## config.mk

```make
export PLATFORM = sky130hd
export DESIGN_NAME = axi4lite_slave_regfile
export DESIGN_NICKNAME = d
export VERILOG_FILES = /design/src/rtl/axi4lite_slave_regfile.sv
export SDC_FILE = /design/constraint.sdc
export NUM_CORES = 1
export LEC_CHECK = 0
export CAP_MARGIN = 15
export CORE_UTILIZATION = 35
export DETAILED_ROUTE_END_ITERATION = 8
export GPL_TIMING_DRIVEN = 0
export PLACE_DENSITY = 0.67
export REMOVE_ABC_BUFFERS = 1
export SLEW_MARGIN = 20
export SYNTH_ARGS = -nofsm -noshare
export SYNTH_HDL_FRONTEND = slang
export SYNTH_SLANG_ARGS = --single-unit
```

## constraint.sdc

```tcl
create_clock -name clk -period 1.82 [get_ports clk]
set_input_delay 0.455 -clock clk [delete_from_list [all_inputs] [get_ports clk]]
set_output_delay 0.455 -clock clk [all_outputs]
set_load 0.05 [all_outputs]
```

## src/rtl/axi4lite_slave_regfile.sv

```systemverilog
// Parametrised AXI4-Lite slave register file with byte strobes, RO registers,
// decode/slave error responses and one-deep AW/W holding registers.
module axi4lite_slave_regfile #(
  parameter int unsigned            ADDR_WIDTH = 4,
  parameter int unsigned            DATA_WIDTH = 32,
  parameter int unsigned            NUM_REGS   = 4,
  parameter logic [NUM_REGS-1:0]    RO_MASK    = '0,
  parameter logic [DATA_WIDTH-1:0]  RESET_VAL  = '0
) (
  input  logic                           clk,
  input  logic                           rst,
  input  logic [ADDR_WIDTH-1:0]          awaddr,
  input  logic                           awvalid,
  output logic                           awready,
  input  logic [DATA_WIDTH-1:0]          wdata,
  input  logic [DATA_WIDTH/8-1:0]        wstrb,
  input  logic                           wvalid,
  output logic                           wready,
  output logic [1:0]                     bresp,
  output logic                           bvalid,
  input  logic                           bready,
  input  logic [ADDR_WIDTH-1:0]          araddr,
  input  logic                           arvalid,
  output logic                           arready,
  output logic [DATA_WIDTH-1:0]          rdata,
  output logic [1:0]                     rresp,
  output logic                           rvalid,
  input  logic                           rready,
  output logic [NUM_REGS*DATA_WIDTH-1:0] reg_out,
  input  logic [NUM_REGS*DATA_WIDTH-1:0] ro_in,
  output logic [NUM_REGS-1:0]            wr_pulse
);

  localparam int unsigned STRB_W = DATA_WIDTH / 8;
  localparam int unsigned LSB    = $clog2(STRB_W);

  localparam logic [1:0] RESP_OKAY   = 2'b00;
  localparam logic [1:0] RESP_SLVERR = 2'b10;
  localparam logic [1:0] RESP_DECERR = 2'b11;

  logic [NUM_REGS-1:0][DATA_WIDTH-1:0] r_regs;

  logic                    r_aw_held;
  logic [ADDR_WIDTH-1:0]   r_awaddr;
  logic                    r_w_held;
  logic [DATA_WIDTH-1:0]   r_wdata;
  logic [STRB_W-1:0]       r_wstrb;

  logic                    r_bvalid;
  logic [1:0]              r_bresp;
  logic                    r_rvalid;
  logic [1:0]              r_rresp;
  logic [DATA_WIDTH-1:0]   r_rdata;
  logic [NUM_REGS-1:0]     r_wr_pulse;

  logic [31:0]             w_aw_idx;
  logic [31:0]             w_ar_idx;
  logic [NUM_REGS-1:0]     w_wr_sel;
  logic                    w_wr_hit;
  logic                    w_wr_ro;
  logic [1:0]              w_wr_resp;
  logic                    w_commit;
  logic                    w_rd_hit;
  logic [DATA_WIDTH-1:0]   w_rd_data;

  // Shifting the whole address keeps the ignored low byte-lane bits syntactically used.
  assign w_aw_idx = 32'(r_awaddr) >> LSB;
  assign w_ar_idx = 32'(araddr) >> LSB;

  always_comb begin
    w_wr_sel = '0;
    for (int unsigned i = 0; i < NUM_REGS; i++) begin
      if (w_aw_idx == i) w_wr_sel[i] = 1'b1;
    end
  end

  assign w_wr_hit  = |w_wr_sel;
  assign w_wr_ro   = |(w_wr_sel & RO_MASK);
  assign w_wr_resp = !w_wr_hit ? RESP_DECERR : (w_wr_ro ? RESP_SLVERR : RESP_OKAY);
  assign w_commit  = r_aw_held && r_w_held && !r_bvalid;

  always_comb begin
    w_rd_hit  = 1'b0;
    w_rd_data = '0;
    for (int unsigned i = 0; i < NUM_REGS; i++) begin
      if (w_ar_idx == i) begin
        w_rd_hit  = 1'b1;
        w_rd_data = RO_MASK[i] ? ro_in[i*DATA_WIDTH +: DATA_WIDTH] : r_regs[i];
      end
    end
  end

  // Write address / data holding and B channel
  always_ff @(posedge clk) begin
    if (rst) begin
      r_aw_held  <= 1'b0;
      r_awaddr   <= '0;
      r_w_held   <= 1'b0;
      r_wdata    <= '0;
      r_wstrb    <= '0;
      r_bvalid   <= 1'b0;
      r_bresp    <= RESP_OKAY;
      r_wr_pulse <= '0;
      for (int unsigned i = 0; i < NUM_REGS; i++) begin
        r_regs[i] <= RESET_VAL;
      end
    end else begin
      r_wr_pulse <= '0;
      if (awvalid && !r_aw_held) begin
        r_aw_held <= 1'b1;
        r_awaddr  <= awaddr;
      end
      if (wvalid && !r_w_held) begin
        r_w_held <= 1'b1;
        r_wdata  <= wdata;
        r_wstrb  <= wstrb;
      end
      if (r_bvalid && bready) begin
        r_bvalid <= 1'b0;
      end
      if (w_commit) begin
        r_aw_held <= 1'b0;
        r_w_held  <= 1'b0;
        r_bvalid  <= 1'b1;
        r_bresp   <= w_wr_resp;
        if (w_wr_hit && !w_wr_ro) begin
          r_wr_pulse <= w_wr_sel;
        end
        for (int unsigned i = 0; i < NUM_REGS; i++) begin
          for (int unsigned k = 0; k < STRB_W; k++) begin
            if (w_wr_sel[i] && !RO_MASK[i] && r_wstrb[k]) begin
              r_regs[i][k*8 +: 8] <= r_wdata[k*8 +: 8];
            end
          end
        end
      end
    end
  end

  // Read channel: the mux samples r_regs before any same-edge commit lands.
  always_ff @(posedge clk) begin
    if (rst) begin
      r_rvalid <= 1'b0;
      r_rresp  <= RESP_OKAY;
      r_rdata  <= '0;
    end else if (!r_rvalid) begin
      if (arvalid) begin
        r_rvalid <= 1'b1;
        r_rdata  <= w_rd_data;
        r_rresp  <= w_rd_hit ? RESP_OKAY : RESP_DECERR;
      end
    end else if (rready) begin
      r_rvalid <= 1'b0;
    end
  end

  always_comb begin
    reg_out = '0;
    for (int unsigned i = 0; i < NUM_REGS; i++) begin
      if (!RO_MASK[i]) reg_out[i*DATA_WIDTH +: DATA_WIDTH] = r_regs[i];
    end
  end

  assign awready  = !r_aw_held;
  assign wready   = !r_w_held;
  assign bvalid   = r_bvalid;
  assign bresp    = r_bresp;
  assign arready  = !r_rvalid;
  assign rvalid   = r_rvalid;
  assign rresp    = r_rresp;
  assign rdata    = r_rdata;
  assign wr_pulse = r_wr_pulse;

endmodule

```

Word level (Yosys, flattened, before mapping)
Cells that the tools add are included.
{"block": "op_classes", "n_eq_ne": 6, "mux": 19, "bitwise_logic": 3, "n_reduce_logical": 48}
{"op": "32-bit 2-to-1 mux", "n": 4}
{"op": "32-bit zero test", "n": 2}
{"op": "2-bit AND reduction", "n": 17}
{"op": "1-bit logical AND", "n": 21}
{"op": "1-bit 2-to-1 mux", "n": 13}
{"op": "2-bit equality test (second input constant)", "n": 4}
{"op": "2-bit by 1-bit equality test with 1-bit output (second input constant)", "n": 2}
{"op": "1-bit zero test", "n": 4}
{"op": "2-bit 2-to-1 mux", "n": 2}
{"op": "4-bit OR reduction", "n": 1}
{"op": "1-bit inverter", "n": 3}
{"op": "3-bit OR reduction", "n": 1}
{"op": "2-bit nonzero test", "n": 1}
{"op": "2-bit OR reduction", "n": 1}
{"block": "totals", "register_bits": 212}

Depth between registers and ports, before layout
Gate-level depths: netlist of the first run.
{"block": "depth", "word_depth": 6, "ltp_mapped": 6, "ltp_nobuf": 3}

Worst setup path after synthesis of the first run
Ideal clock, no wire load.
{"block": "synth_timing", "path_type": "reg-to-reg", "startpoint": "register r_rvalid, in the netlist rvalid", "endpoint": "register r_rresp[0], in the netlist rresp[0]", "arrival_time_ps": 1872, "required_ps": 1759, "path_slack_ps": -113, "stages_incl_launch_ff": 5, "n_path_buf": 1, "path_cell_list": "dfxtp_1 inv_1 a21oi_1 clkbuf_1 and2_1"}
{"block": "synth_between", "elab_chain_len": 2}
{"element": "start, declared", "line_no": "51", "rtl": "logic r_rvalid;"}
{"element": "start signal, assigned", "line_no": "143", "rtl": "r_rvalid <= 1'b0;"}
{"element": "start signal, assigned", "line_no": "148", "rtl": "r_rvalid <= 1'b1;"}
{"element": "start signal, assigned", "line_no": "153", "rtl": "r_rvalid <= 1'b0;"}
{"element": "1-bit inverter (no line)"}
{"element": "2-bit AND reduction (no line)"}
{"element": "end signal, assigned", "line_no": "150", "rtl": "r_rresp <= w_rd_hit ? RESP_OKAY : RESP_DECERR;"}
{"element": "end, declared", "line_no": "52", "rtl": "logic [1:0] r_rresp;"}
No other way between the ends.
A chain may end at the register's enable or synchronous reset.

Final worst setup path of the first run
{"block": "layout_timing", "startpoint": "register r_rdata[20], in the netlist rdata[20]", "endpoint": "output port rdata[20]"}
{"element": "start, declared", "line_no": "53", "rtl": "logic [DATA_WIDTH-1:0] r_rdata;"}
{"element": "start signal, assigned", "line_no": "149", "rtl": "r_rdata <= w_rd_data;"}
{"element": "end, declared", "line_no": "25", "rtl": "output logic [DATA_WIDTH-1:0] rdata,"}
No word-level cell between the ends.

==> results.rst, run 1 <==
.. list-table::
   :header-rows: 1

   * - Metric
     - Value
   * - Result of the run
     - finished, final reports clean
   * - CP Buf/Inv Count
     - 1
   * - Cells along the critical path
     - clkdlybuf4s15_1
   * - Combinational Power Share
     - around 6.5%
   * - Worst supply voltage drop on vdd
     - 0.559 mV
   * - Final Hold Violating Endpoints
     - 0
   * - Drt drc
     - 0
   * - Routed wire length per instance
     - around 17 um
   * - Weighted congestion at the end of routability-driven global placement
     - 0.755
   * - Commonest non-fill, non-tap cell in the layout
     - sky130_fd_sc_hd__dfxtp_1
   * - I/O pins
     - 352
   * - Relative slew slack
     - a little over half
   * - Post-layout net count
     - roughly 1.2k
   * - Initial standard-cell utilization of the core
     - roughly 36%
   * - Maximum clock rate
     - around 560 MHz
   * - Static power due to leakage
     - 5.22 nW
   * - Via count normalized by instance count
     - 4.82
   * - Portion of synthesized cell area occupied by the leading cell type
     - 47.9%
   * - Maxcap violations
     - 0
   * - Clock-pin slew on the worst setup and hold paths
     - 60 ps
   * - Core area
     - ~24000 um^2
   * - Post-synthesis to final-layout area growth
     - 40.4%
   * - Setup repair after global routing missed its margin
     - no
   * - Capturing element type of the critical path
     - output port
   * - Overall die height
     - 160 um
   * - Antenna violation net count after detailed routing
     - 0
   * - Sum Neg Setup Slack
     - 0 ps
   * - Synthesis Warnings
     - 0
   * - Iteration-0 DRC Markers
     - 341
   * - Mapped Cells
     - 847
   * - Average size of a mapped cell
     - ~10 um^2
   * - Placed cell area
     - between 10000 and 15000 um^2
   * - Clk pwr share
     - about half
   * - ANT cells
     - 0
   * - CTS tree
     - built
   * - Top cell type by total area after synthesis
     - sky130_fd_sc_hd__dfxtp_1
   * - Pins Over Slew Limit
     - 0
   * - Total clock buffers created by CTS
     - 24
   * - Number of standard-cell rows in the floorplan
     - 57
   * - Worst hold path class
     - in2reg
   * - Worst clock skew on the final layout
     - approximately 13 ps
   * - Top cells by area in the synthesized netlist
     - sky130_fd_sc_hd__dfxtp_1, sky130_fd_sc_hd__mux2i_1, sky130_fd_sc_hd__nand2b_1
   * - Most used cells in the layout excluding fill and tap cells
     - sky130_fd_sc_hd__dfxtp_1, sky130_fd_sc_hd__mux2i_1, sky130_fd_sc_hd__nand2b_1
   * - Clock root cell
     - sky130_fd_sc_hd__clkbuf_16
   * - Via count of the first global-routing pass
     - between 6k and 7k
   * - Critical path data arrival time
     - 1330 ps
   * - Critical Path Slowest Stage Cell
     - sky130_fd_sc_hd__clkdlybuf4s15_1
   * - Detailed-route wire length
     - 24100 um
   * - Proportion of layout cells with a drive suffix above 1
     - 23.3%
   * - Number of library cell types mapped by synthesis
     - 37
   * - Required arrival time at the worst endpoint
     - 1360 ps
   * - Via count
     - 6654
   * - GRT overflow
     - 0
   * - Cell area after synthesis
     - 8690 um^2
   * - Fill cell instance count of the final layout
     - 2265
   * - CTS H-Tree Depth
     - 1
   * - Final HPWL DP
     - about 16000 um
   * - Share of the yosys chip area belonging to registers
     - 47.9%
   * - Cell-internal power
     - 7.98 mW
   * - Setup crit start kind
     - register
   * - Pin count of the biggest net entering global routing
     - 145
   * - Number of register bits inferred by synthesis
     - 208
   * - Switch share
     - 22.7%
   * - Worst setup path class
     - reg2out
   * - Die area
     - about 25000 um^2
   * - Number of optimization iterations in the first detailed-route pass
     - 4
   * - Stage delay of the slowest cell on the critical path
     - 490 ps
   * - Slew of the pin with the lowest slew margin
     - 687 ps
   * - Post-route fraction of the period consumed by the critical path
     - between 90% and 100%
   * - Maximum count of clock buffers along a single path
     - 3
   * - PortBufs
     - 219
   * - Worst Path Max Fanout
     - 2
   * - Power spent charging and discharging nets
     - 2.35 mW
   * - Number of setup violations in the final report
     - 0
   * - Min Tclk post-route
     - 1780 ps
   * - Global-route wire length before repair
     - 37600 um
   * - Power per Cell Area
     - about 850 nW/um^2
   * - Final instance area
     - approximately 12000 um^2
   * - Critical path's top delay family
     - buffers and inverters
   * - Clock latency on the worst-skew pair
     - 510 ps
   * - Sequential power share
     - 45.3%
   * - Total power
     - 10.3 mW
   * - Total global-route track usage
     - 18.3%
   * - Die Wd
     - 160 um
   * - Number of sinks on the clock net
     - 208
   * - Antenna violations before repair
     - 1
==> layer usage <==
metal | part of all wire (%) | wire length [um] | up-vias | track usage, %
li1 | - | - | 3300 | -
met1 | 47 | 11200 | 3144 | 24.9
met2 | 45 | 10800 | 182 | 29.5
met3 | 7.1 | 1710 | 26 | 4.56
met4 | 1.3 | 307 | 2 | 3.50
met5 | 0.071 | 17 | - | 0
==> registers in the layout, indices dropped and copies added, names as in the netlist <==
register / count
r_wstrb: 4
rdata: 32
wr_pulse: 4
r_w_held: 1
rvalid: 1
r_aw_held: 1
bvalid: 1
r_awaddr: 2
r_wdata: 32
rresp: 1
reg_out: 128
bresp: 1
==> stage by stage <==
stage,setup WS [ps],hold WS (ps),std cells,util (%)
after floorplan,-813,431,783,-
after global placement,-8410,434,1326,45.1
after detailed placement,-861,439,1334,46.1
after CTS,-59.1,293,1378,50.3
after global routing,1.36,331,1380,50.2
final,38.3,316,1380,50.2
==> worst reg2reg max path, delay by kind of cell, from the launching register on <==
kind | cells | cell delay [ps]
flops | 1 | 460
simple gates | 2 | 760
mux | 1 | 330
==> final cells by class <==
cell class / count / area (um^2) / share of cell area, %
clock buffers: 32 / 682 / 5.59
flip-flops and latches: 208 / 4170 / 34.2
repair buffers: 230 / 2530 / 20.8
well taps: 324 / 405 / 3.32
inverters: 3 / 11.3 / 0.0923
clock inverters: 11 / 139 / 1.14
multi-input cells: 572 / 4260 / 34.9
==> power groups by stage <==
| stage | clock network, mW | logic [mW] | registers [mW] |
|---|---|---|---|
| detailed placement | 0 | 0.658 | 4.77 |
| CTS | 5.11 | 0.659 | 4.67 |
| finish | 4.98 | 0.669 | 4.67 |
| floorplan | 0 | 0.273 | 4.77 |
| global route | 5.32 | 0.719 | 4.68 |
| global placement | 0 | 0.656 | 4.77 |
==> timing repair <==
action / in CTS / in global routing
endpoints found under the hold margin: 0 / 0
gates cloned: 0 / 1
buffers inserted: 1 / 1
hold buffers: 0 / 0
setup endpoints to repair: 307 / 100
resized for setup: 514 / 22
==> path summary, 6_finish.rpt <==
check             from     endpoint  slack [ps]  cells past startpoint
max          rdata[20]    rdata[20]          40                      1
min reg2reg  rdata[11]    rdata[11]         450                      1
min                rst  r_wdata[13]         320                      2
max reg2reg   r_w_held  reg_out[60]         190                      3
==> cells in the mapped netlist <==
| cell type | count |
|---|---|
| sky130_fd_sc_hd__a211oi_1 | 1 |
| sky130_fd_sc_hd__a21o_1 | 32 |
| sky130_fd_sc_hd__a21oi_1 | 38 |
| sky130_fd_sc_hd__and2_1 | 2 |
| sky130_fd_sc_hd__and2b_1 | 1 |
| sky130_fd_sc_hd__and3b_1 | 1 |
| sky130_fd_sc_hd__and4_1 | 4 |
| sky130_fd_sc_hd__and4b_1 | 1 |
| sky130_fd_sc_hd__buf_1 | 3 |
| sky130_fd_sc_hd__buf_2 | 26 |
| sky130_fd_sc_hd__buf_4 | 3 |
| sky130_fd_sc_hd__buf_6 | 3 |
| sky130_fd_sc_hd__clkbuf_1 | 29 |
| sky130_fd_sc_hd__dfxtp_1 | 208 |
| sky130_fd_sc_hd__inv_1 | 3 |
| sky130_fd_sc_hd__mux2i_1 | 194 |
| sky130_fd_sc_hd__nand2_1 | 72 |
| sky130_fd_sc_hd__nand2b_1 | 162 |
| sky130_fd_sc_hd__nand3_1 | 1 |
| sky130_fd_sc_hd__nand3_2 | 6 |
| sky130_fd_sc_hd__nand3b_1 | 2 |
| sky130_fd_sc_hd__nand4_1 | 1 |
| sky130_fd_sc_hd__nand4_2 | 3 |
| sky130_fd_sc_hd__nand4b_1 | 1 |
| sky130_fd_sc_hd__nand4bb_1 | 1 |
| sky130_fd_sc_hd__nor2_1 | 4 |
| sky130_fd_sc_hd__nor2b_1 | 3 |
| sky130_fd_sc_hd__nor3b_1 | 1 |
| sky130_fd_sc_hd__nor3b_4 | 1 |
| sky130_fd_sc_hd__nor4_1 | 1 |
| sky130_fd_sc_hd__nor4b_1 | 2 |
| sky130_fd_sc_hd__nor4bb_1 | 1 |
| sky130_fd_sc_hd__o21a_1 | 1 |
| sky130_fd_sc_hd__o21ai_0 | 1 |
| sky130_fd_sc_hd__o22ai_1 | 32 |
| sky130_fd_sc_hd__or3_1 | 1 |
| sky130_fd_sc_hd__or4b_1 | 1 |
==> logic make-up after synthesis <==
logic type,count (synthesis),synth area share [%]
buffers and inverters,67,3.66
AO/OA/AOI/OAI,105,7.49
multiplexers,194,22.4
AND/OR/NAND/NOR,273,18.6
flip-flops,208,47.9
Power figures use the tool's default switching activity.
==> run 2: changes to the inputs <==
--- a/config.mk
+++ b/config.mk
@@ -11,7 +11,6 @@
 export GPL_TIMING_DRIVEN = 0
 export PLACE_DENSITY = 0.67
 export REMOVE_ABC_BUFFERS = 1
-export SLEW_MARGIN = 20
 export SYNTH_ARGS = -nofsm -noshare
 export SYNTH_HDL_FRONTEND = slang
 export SYNTH_SLANG_ARGS = --single-unit
==> results.rst, run 2 (synthesis results as in run 1) <==
.. list-table::
   :header-rows: 1

   * - Metric
     - Value
   * - Proportion of layout cells with a drive suffix above 1
     - 23.2%
   * - Routed wire length per instance
     - about 17 um
   * - Antenna violations before repair
     - 1
   * - Placed cell count
     - roughly 1.3k
   * - Cells along the critical path
     - clkdlybuf4s15_1
   * - Stage delay of the slowest cell on the critical path
     - 490 ps
   * - Iteration-0 DRC Markers
     - roughly 320
   * - Maximum count of clock buffers along a single path
     - 3
   * - Clock root cell
     - sky130_fd_sc_hd__clkbuf_16
   * - Maxcap violations
     - 0
   * - Slew of the pin with the lowest slew margin
     - roughly 940 ps
   * - I/O pins
     - roughly 350
   * - Worst supply voltage drop on vdd
     - 0.403 mV
   * - Clock-pin slew on the worst setup and hold paths
     - approximately 60 ps
   * - ANT cells
     - 0
   * - Die area
     - 25500 um^2
   * - CTS tree
     - built
   * - Post-synthesis to final-layout area growth
     - 39.0%
   * - Pin count of the biggest net entering global routing
     - between 100 and 150
   * - Weighted congestion at the end of routability-driven global placement
     - between 0.7 and 0.8
   * - Initial standard-cell utilization of the core
     - 35.7%
   * - Drt drc
     - 0
   * - Max FFs per register
     - 128
   * - Via count of the first global-routing pass
     - 6542
   * - Launch point of the worst reg-to-reg path
     - r_aw_held
   * - Worst Reg2Reg Path Length in Cells
     - 3
   * - Setup crit start kind
     - register
   * - Worst hold start
     - rst
   * - Commonest non-fill, non-tap cell in the layout
     - sky130_fd_sc_hd__dfxtp_1
   * - Number of setup violations in the final report
     - 0
   * - Post-route fraction of the period consumed by the critical path
     - 97.6%
   * - Worst hold path class
     - in2reg
   * - Total clock buffers created by CTS
     - 24
   * - Worst setup path class
     - reg2out
   * - Critical Path Slowest Stage Cell
     - sky130_fd_sc_hd__clkdlybuf4s15_1
   * - Endpoint of the worst hold-timing path
     - r_wdata[13]
   * - Final HPWL DP
     - 15500 um
   * - Post-layout net count
     - 1217
   * - Maximum clock rate
     - between 500 and 600 MHz
   * - Final Instance Count excl. Fillers
     - roughly 1.4k
   * - Setup slack on the worst flop-to-flop path
     - 170 ps
   * - Detailed-route wire length
     - about 24000 um
   * - GRT overflow
     - 0
   * - Most used cells in the layout excluding fill and tap cells
     - sky130_fd_sc_hd__dfxtp_1, sky130_fd_sc_hd__mux2i_1, sky130_fd_sc_hd__nand2b_1
   * - Global-route wire length before repair
     - 37700 um
   * - Overall die height
     - 160 um
   * - Worst hold margin
     - 346 ps
   * - Die Wd
     - ~160 um
   * - Result of the run
     - finished, final reports clean
   * - Antenna violation net count after detailed routing
     - 0
   * - PortBufs
     - 219
   * - Relative slew slack
     - 37.5%
   * - Core area
     - between 20000 and 25000 um^2
   * - Critical path data arrival time
     - 1320 ps
   * - Final Util
     - 49.6%
   * - Via count
     - 6693
   * - Via count normalized by instance count
     - 4.85
   * - Worst Path Max Fanout
     - 2
   * - Number of optimization iterations in the first detailed-route pass
     - 4
   * - Number of sinks on the clock net
     - 208
   * - Total global-route track usage
     - 18.4%
   * - Number of standard-cell rows in the floorplan
     - 57
   * - Clock latency on the worst-skew pair
     - between 500 and 600 ps
   * - Reg2Reg Capture Point
     - reg_out[17]
   * - Required arrival time at the worst endpoint
     - roughly 1400 ps
   * - Static power due to leakage
     - 5.18 nW
   * - Worst clock skew on the final layout
     - 11.4 ps
   * - Instance count along the most critical hold path
     - 2
   * - Power per Cell Area
     - 818 nW/um^2
   * - Min Tclk post-route
     - around 1800 ps
   * - Final Hold Violating Endpoints
     - 0
   * - Pins Over Slew Limit
     - 0
   * - Capturing element type of the critical path
     - output port
   * - Critical path's top delay family
     - buffers and inverters
   * - CP Buf/Inv Count
     - 1
   * - CTS H-Tree Depth
     - 1
   * - Setup repair after global routing missed its margin
     - no
==> run 2: cell types whose count changed in the layout (fill, tap and decap cells not counted), sizes merged <==
cell / previous run / this run
clkbuf: 48 / 57
clkdlybuf4s15: 153 / 148
bufinv: 3 / 0
buf: 17 / 16
clkinv: 6 / 7
clkinvlp: 1 / 0
==> run 2: repair_timing <==
action / in CTS / in global routing
gates cloned: 0 / 1
setup endpoints to repair: 307 / 108
gates resized for setup: 514 / 26
setup buffers: 1 / 1
hold buffers: 0 / 0
==> run 2: routing by layer <==
layer,vias to the layer above,routed length [um],global-route usage [%],share of wire [%]
li1,3293,-,-,-
met1,3176,11200,24.8,47
met2,191,10900,29.7,45
met3,31,1730,4.79,7.1
met4,2,286,3.72,1.2
met5,-,17,0,0.070
==> run 2: metrics by stage <==
stage          cell area, um^2  setup slack [ps]  TNS [ps]  total power [mW]
2_1_floorplan             8380              -813    -28300              5.05
3_3_place_gp             11000             -8410   -940270              5.42
3_5_place_dp             11200              -845    -54250              5.42
4_1_cts                  12100             -56.6     -70.0              10.0
5_1_grt                  12100             0.472         0              10.3
6_report                 12100              42.8         0              9.88
==> run 2: layout make-up <==
class / instances / area [um^2]
fill: 2291 / 12200
multi-input combinational: 572 / 4260
sequential: 208 / 4170
timing repair buffer: 229 / 2470
clock buffer: 36 / 707
tap: 324 / 405
clock inverter: 8 / 43.8
inverter: 3 / 11.3
==> run 2: worst max-delay path by stage <==
stage,endpoint,startpoint,depth (start not counted),slack [ps]
floorplan,rresp[0],rvalid,3,-810
global placement,rresp[0],rst,3,-8410
detailed placement,rdata[28],rst,6,-840
CTS,awready,r_aw_held,2,-60
global route,rdata[20],rdata[20],1,0.5
finish,rdata[20],rdata[20],1,40
==> run 2: power breakdown <==
| part | leakage (nW) | switching, mW | internal, mW |
|---|---|---|---|
| Combinational | 3.12 | 0.362 | 0.296 |
| Sequential | 1.68 | 0.0588 | 4.61 |
| Clock | 0.377 | 1.86 | 2.68 |
==> RTL edit 1: new RTL, flow settings as in run 2 <==
Reset style: asynchronous (`rst`), changed in 2 clocked blocks.
--- a/src/rtl/axi4lite_slave_regfile.sv
+++ b/src/rtl/axi4lite_slave_regfile.sv
@@ -92,5 +92,5 @@
 
   // Write address / data holding and B channel
-  always_ff @(posedge clk) begin
+  always_ff @(posedge clk or posedge rst) begin
     if (rst) begin
       r_aw_held  <= 1'b0;
@@ -139,5 +139,5 @@
 
   // Read channel: the mux samples r_regs before any same-edge commit lands.
-  always_ff @(posedge clk) begin
+  always_ff @(posedge clk or posedge rst) begin
     if (rst) begin
       r_rvalid <= 1'b0;
Behaviour: differs if rst is asserted again (counterexample within 4 cycles, from zero or initial values and one cycle with rst high); with rst held inactive, the same outputs for 4 cycles.
==> RTL edit 1 against run 2 <==
- die area is 0.51% lower
- non-clock buffer count is 2 higher
- worst setup slack worse by 0.0083 ns
- routed wire length is 5.5% lower
- sequential share of layout area is 8.1 points higher
- final area is 1.3% higher
- global-route usage is 0.83 points lower
- core utilization is 0.80 points higher
- synthesized area is 0.52% lower
- sequential cell count stayed put
- critical path depth is 2 higher
- critical endpoint is now reg_out[116]
Power is not compared: it rests on default switching activity, and its combinational part moved more than twofold at a synthesized area within 25%.
==> RTL edit 1: results (changes against run 2) <==
| Metric | Value |
|---|---|
| YS warnings | `0 (unchanged)` |
| Max incr delay on CP | `0.46 ns (-0.03 ns)` |
| 1st-iter DRT viols | `231 (-28%)` |
| Setup bufs post-CTS | `8 (+7)` |
| Run status | `finished clean` |
| Crit-path slowest cell | `dfrtp_1` |
| Final non-clock buffer share | `20.7% (+0.26 points)` |
| Fill count | `2,105 (-8.1%)` |
| Largest net degree at the start of global routing | `107 (-26%)` |
| Ys async rst share | `100% (+100 points)` |
| Initial antenna violation count | `2 (+1)` |
| Global routing usage on met1 | `24.9% (+0.034 points)` |
| Synth cell count leaders | `dfrtp_1 (208), mux2_2 (158), mux2i_1 (64)` |
| Final nets | `989 (-19%)` |
| RePlAce Congestion | `0.721 (-4.4%)` |
| CP Max Fanout | `14 (+12)` |
| Register area share after synthesis | `60.2% (+12 points)` |
| Via count | `5,744 (-14%)` |
| Critical path required time | `2.20 ns (+0.84 ns)` |
| Synth cell types | `31 (-16%)` |
| Dpl ws | `-1.07 ns (-0.229 ns)` |
| Via/cell ratio | `4.99 (+2.9%)` |
| Clk. pwr | `4.50 mW` |
| Avg Cell Area, Syn | `14.7 um2 (+44%)` |
| Vias in the first global route | `5,849 (-11%)` |
| Clkbuf count | `35 (-2.8%)` |
| Clock Skew | `0.0120 ns (+0.000578 ns)` |
| Placed Cells | `1,099 (-18%)` |
| Area of the multi-input gates | `3320 um2 (-22%)` |
| Met2 Usage GRT | `27.7% (-2.0 points)` |
| Num CTS Buffers | `23 (-4.2%)` |
| Detailed Place HPWL | `14.2 mm (-8.4%)` |
| Multiplexer area fraction after synthesis | `29.4% (+7.0 points)` |
| Non-clk bufs | `231 (+0.87%)` |
| Area growth syn-to-layout | `41.5%` |
| Global-route usage over all layers | `17.6% (-0.83 points)` |
| Reg area | `5210 um2 (+25%)` |
| CTS tree | `yes` |
| M3 GR Usage | `4.35% (-0.44 points)` |
| Synth Area in Compound Gates | `3.36% (-4.1 points)` |
| Slew HR | `49.8% (+12 points)` |
| Met3 WL post-DR | `1.37 mm (-20%)` |
| Clock-cell share of area | `5.99% (-0.23 points)` |
| Global-route wire length before repair | `35.1 mm (-6.8%)` |
| Sw frac | `46.6%` |
| Post-cts gate resize count | `536 (+4.3%)` |
| Placed Area | `11,200 um2 (-0.11%)` |
| Synth top area cells | `dfrtp_1 (60%), mux2_2 (21%), mux2i_1 (7.4%), o221ai_1 (3.2%), nand2_1 (1.7%)` |
| Largest register FFs | `128 (unchanged)` |
| Inverters | `5 (+2)` |
| Wire per inst | `19.8 um (+13%)` |
| Worst Hold Class | `input port to async pin` |
| N_diodes | `1 (+1)` |
| CP delay by family, top | `simple AND/OR/NAND/NOR gates` |
| Multi-input comb cells | `341 (-40%)` |
| Share of cells above drive strength 1 | `50.1% (+27 points)` |
## RTL edit 1: changes by cell type after synthesis, sizes merged, moves of 6 or more
cell,delta
dfxtp,-208
clkbuf,-20
dfrtp,+208
buf,-10
nand2,-34
nand2b,-161
nor3,+6
o221ai,+32
mux2,+166
and3,+7
o22ai,-32
a21o,-32
mux2i,-130
a21oi,-38
## RTL edit 1: final timing paths
path	from	to	slack [ns]	cells past startpoint
max	r_aw_held	reg_out[116]	0.03	3
min	rst	rdata[22]	0.46	2
max reg2reg	r_aw_held	reg_out[116]	0.03	3
min reg2reg	rdata[30]	rdata[30]	0.49	2
max in group asynchronous	rst	r_wdata[12]	0.39	3
min in group clk	rdata[30]	rdata[30]	0.49	2
## RTL edit 1: kinds of logic after synthesis
| family | after synthesis |
|---|---|
| AO/OA/AOI/OAI | 34 |
| buffers and inverters | 39 |
| flip-flops | 208 |
| multiplexers | 230 |
| AND/OR/NAND/NOR | 76 |
==> RTL edit 2: new RTL, flow settings as in run 2 <==
Made on the original files. `RO_MASK`: '0 -> 1.
--- a/src/rtl/axi4lite_slave_regfile.sv
+++ b/src/rtl/axi4lite_slave_regfile.sv
@@ -5,5 +5,5 @@
   parameter int unsigned            DATA_WIDTH = 32,
   parameter int unsigned            NUM_REGS   = 4,
-  parameter logic [NUM_REGS-1:0]    RO_MASK    = '0,
+  parameter logic [NUM_REGS-1:0]    RO_MASK    = 1,
   parameter logic [DATA_WIDTH-1:0]  RESET_VAL  = '0
 ) (
Behaviour: not the same (a bounded check fails within 4 cycles, from zero or initial values and one cycle with rst high).
==> RTL edit 2 against run 2 <==
- sequential power is 14% lower
- final area is 12% lower
- core utilization is 0.15 points lower
- power is 11% lower
- largest power group unchanged
- largest cell class unchanged
- count of clock-buffer cells in the layout is 18 lower
- worst setup slack better by 0.0027 ns
- routed wire length is 11% lower
- synthesized area is 11% lower
- sequential cell count is 31 lower
- synthesized cell count is 4.5% lower
==> RTL edit 2: results (changes against run 2) <==
| Metric | Value |
|---|---|
| Inverters | `6 (+3)` |
| Multi-input comb cells | `568 (-0.70%)` |
| RR Endpoint | `reg_out[121]` |
| Final nets | `1,186 (-2.5%)` |
| Switch Pwr | `2.22 mW (-2.9%)` |
| Largest register FFs | `96 (-25%)` |
| Htree depth | `4 (+3)` |
| Max Clk Rate | `564 MHz (+0.15%)` |
| Largest net degree at the start of global routing | `106 (-27%)` |
| Detailed Place HPWL | `14.4 mm (-7.5%)` |
| Global-route usage over all layers | `19.1% (+0.64 points)` |
| Wire per inst | `16.6 um (-5.3%)` |
| Initial antenna violation count | `0 (-1)` |
| Share of cells above drive strength 1 | `10.0% (-13 points)` |
| Met2 Usage GRT | `32.4% (+2.7 points)` |
| Synth cell count leaders | `dfxtp_1 (177), mux2i_1 (139), nand2b_1 (105)` |
| Crit-path slowest cell | `dlygate4sd2_1` |
| Non-clk bufs | `233 (+1.7%)` |
| Clk network pwr share | `43.5% (-2.5 points)` |
| Slew @ Worst Pin | `0.699 ns (-0.239 ns)` |
| Fraction of area in multi-input gates | `36.2% (+0.88 points)` |
| Placed Area | `10,100 um2 (-9.8%)` |
| Synth top area cells | `dfxtp_1 (46%), mux2i_1 (18%), nand2b_1 (8.5%), nand2_1 (3.8%), buf_4 (3.4%)` |
| Sw frac | `25.3% (+2.2 points)` |
| 1st-iter DRT viols | `208 (-36%)` |
| Placed Cells | `1,252 (-6.1%)` |
| First-pass iteration count of the detailed router | `6 (+2)` |
| Seq_cells | `177 (-15%)` |
| Area of the multi-input gates | `3830 um2 (-10%)` |
| Leakage | `4.85 nW (-6.4%)` |
| Clock-cell share of area | `5.85% (-0.37 points)` |
| Synth cell types | `32 (-14%)` |
| VDD IR max | `0.584 mV (+45%)` |
| Drt total wl | `21.4 mm (-11%)` |
| Worst r2r src | `r_w_held` |
| Clock Skew | `0.0131 ns (+0.00168 ns)` |
| Vias in the first global route | `5,996 (-8.3%)` |
| Worst R2R Setup Slack | `approximately 0.16 ns` |
| RePlAce Congestion | `0.745 (-1.2%)` |
| Reg area | `3550 um2 (-15%)` |
| Latest clock arrival within the worst-skew pair | `0.42 ns (-0.09 ns)` |
| Avg Cell Area, Syn | `9.55 um2 (-6.9%)` |
| Global routing usage on met1 | `24.1% (-0.74 points)` |
| Max incr delay on CP | `0.54 ns (+0.05 ns)` |
| Sequential share of power | `45.7% (-1.6 points)` |
| Run status | `finished clean` |
| Via/cell ratio | `4.77 (-1.7%)` |
| M3 GR Usage | `5.45% (+0.66 points)` |
| Final non-clock buffer share | `20.9% (+0.44 points)` |
| Row count | `53 (-7.0%)` |
| Dpl ws | `-0.808 ns (+0.0367 ns)` |
| CP Max Fanout | `3 (+1)` |
| Global-route wire length before repair | `32.9 mm (-13%)` |
| Num CTS Buffers | `17 (-29%)` |
| Setup crit end | `reg_out[34]` |
| Clock Tree Buf Depth | `2 (-1)` |
| Fill count | `2,038 (-11%)` |
-- RTL edit 2: changes by cell type after synthesis, sizes merged, moves of 5 or more --
| cell | change |
|---|---|
| mux2i | -55 |
| nand2 | +6 |
| clkbuf | +8 |
| nor2b | +23 |
| nor2 | +5 |
| o21ai | +47 |
| dfxtp | -31 |
| nand2b | -57 |
| buf | +18 |
| nand3 | -7 |
-- RTL edit 2: kinds of logic (layout without fill, tap and decap cells) --
| kind of cell | after synthesis | after routing | share of synthesized area, % |
|---|---|---|---|
| AO/OA/AOI/OAI | 151 | 151 | 11.4 |
| adder cells (fa/ha/maj) | 4 | 4 | 0.648 |
| buffers and inverters | 96 | 270 | 6.85 |
| flip-flops | 177 | 177 | 45.9 |
| multiplexers | 139 | 139 | 18.0 |
| other | 1 | 33 | 0.0485 |
| AND/OR/NAND/NOR | 241 | 241 | 17.2 |
-- RTL edit 2: what timing repair did --
item / CTS / global route
setup endpoints to repair: 229 / 91
gates resized for setup: 169 / 118
pin swaps: 2 / 0
buffers inserted: 7 / 0
cloned: 0 / 0
hold endpoints to repair: 0 / 0
-- RTL edit 2: how the worst min path moves through the flow --
| stage | slack, ns | to | cells past startpoint | from |
|---|---|---|---|---|
| global route | 0.46 | r_wdata[24] | 2 | rst |
| floorplan | 0.43 | r_wstrb[3] | 2 | r_wstrb[3] |
| detailed placement | 0.44 | rdata[31] | 1 | rdata[31] |
| global placement | 0.43 | rdata[13] | 1 | rdata[13] |
| finish | 0.43 | r_wdata[24] | 2 | rst |
| CTS | 0.43 | r_wdata[24] | 2 | rst |
-- RTL edit 2: metal layers --
layer  vias up  wire [um]
li1       3079          -
met4         0        151
met2       169      10200
met5         -          0
met3        11       1310
met1      2889       9750
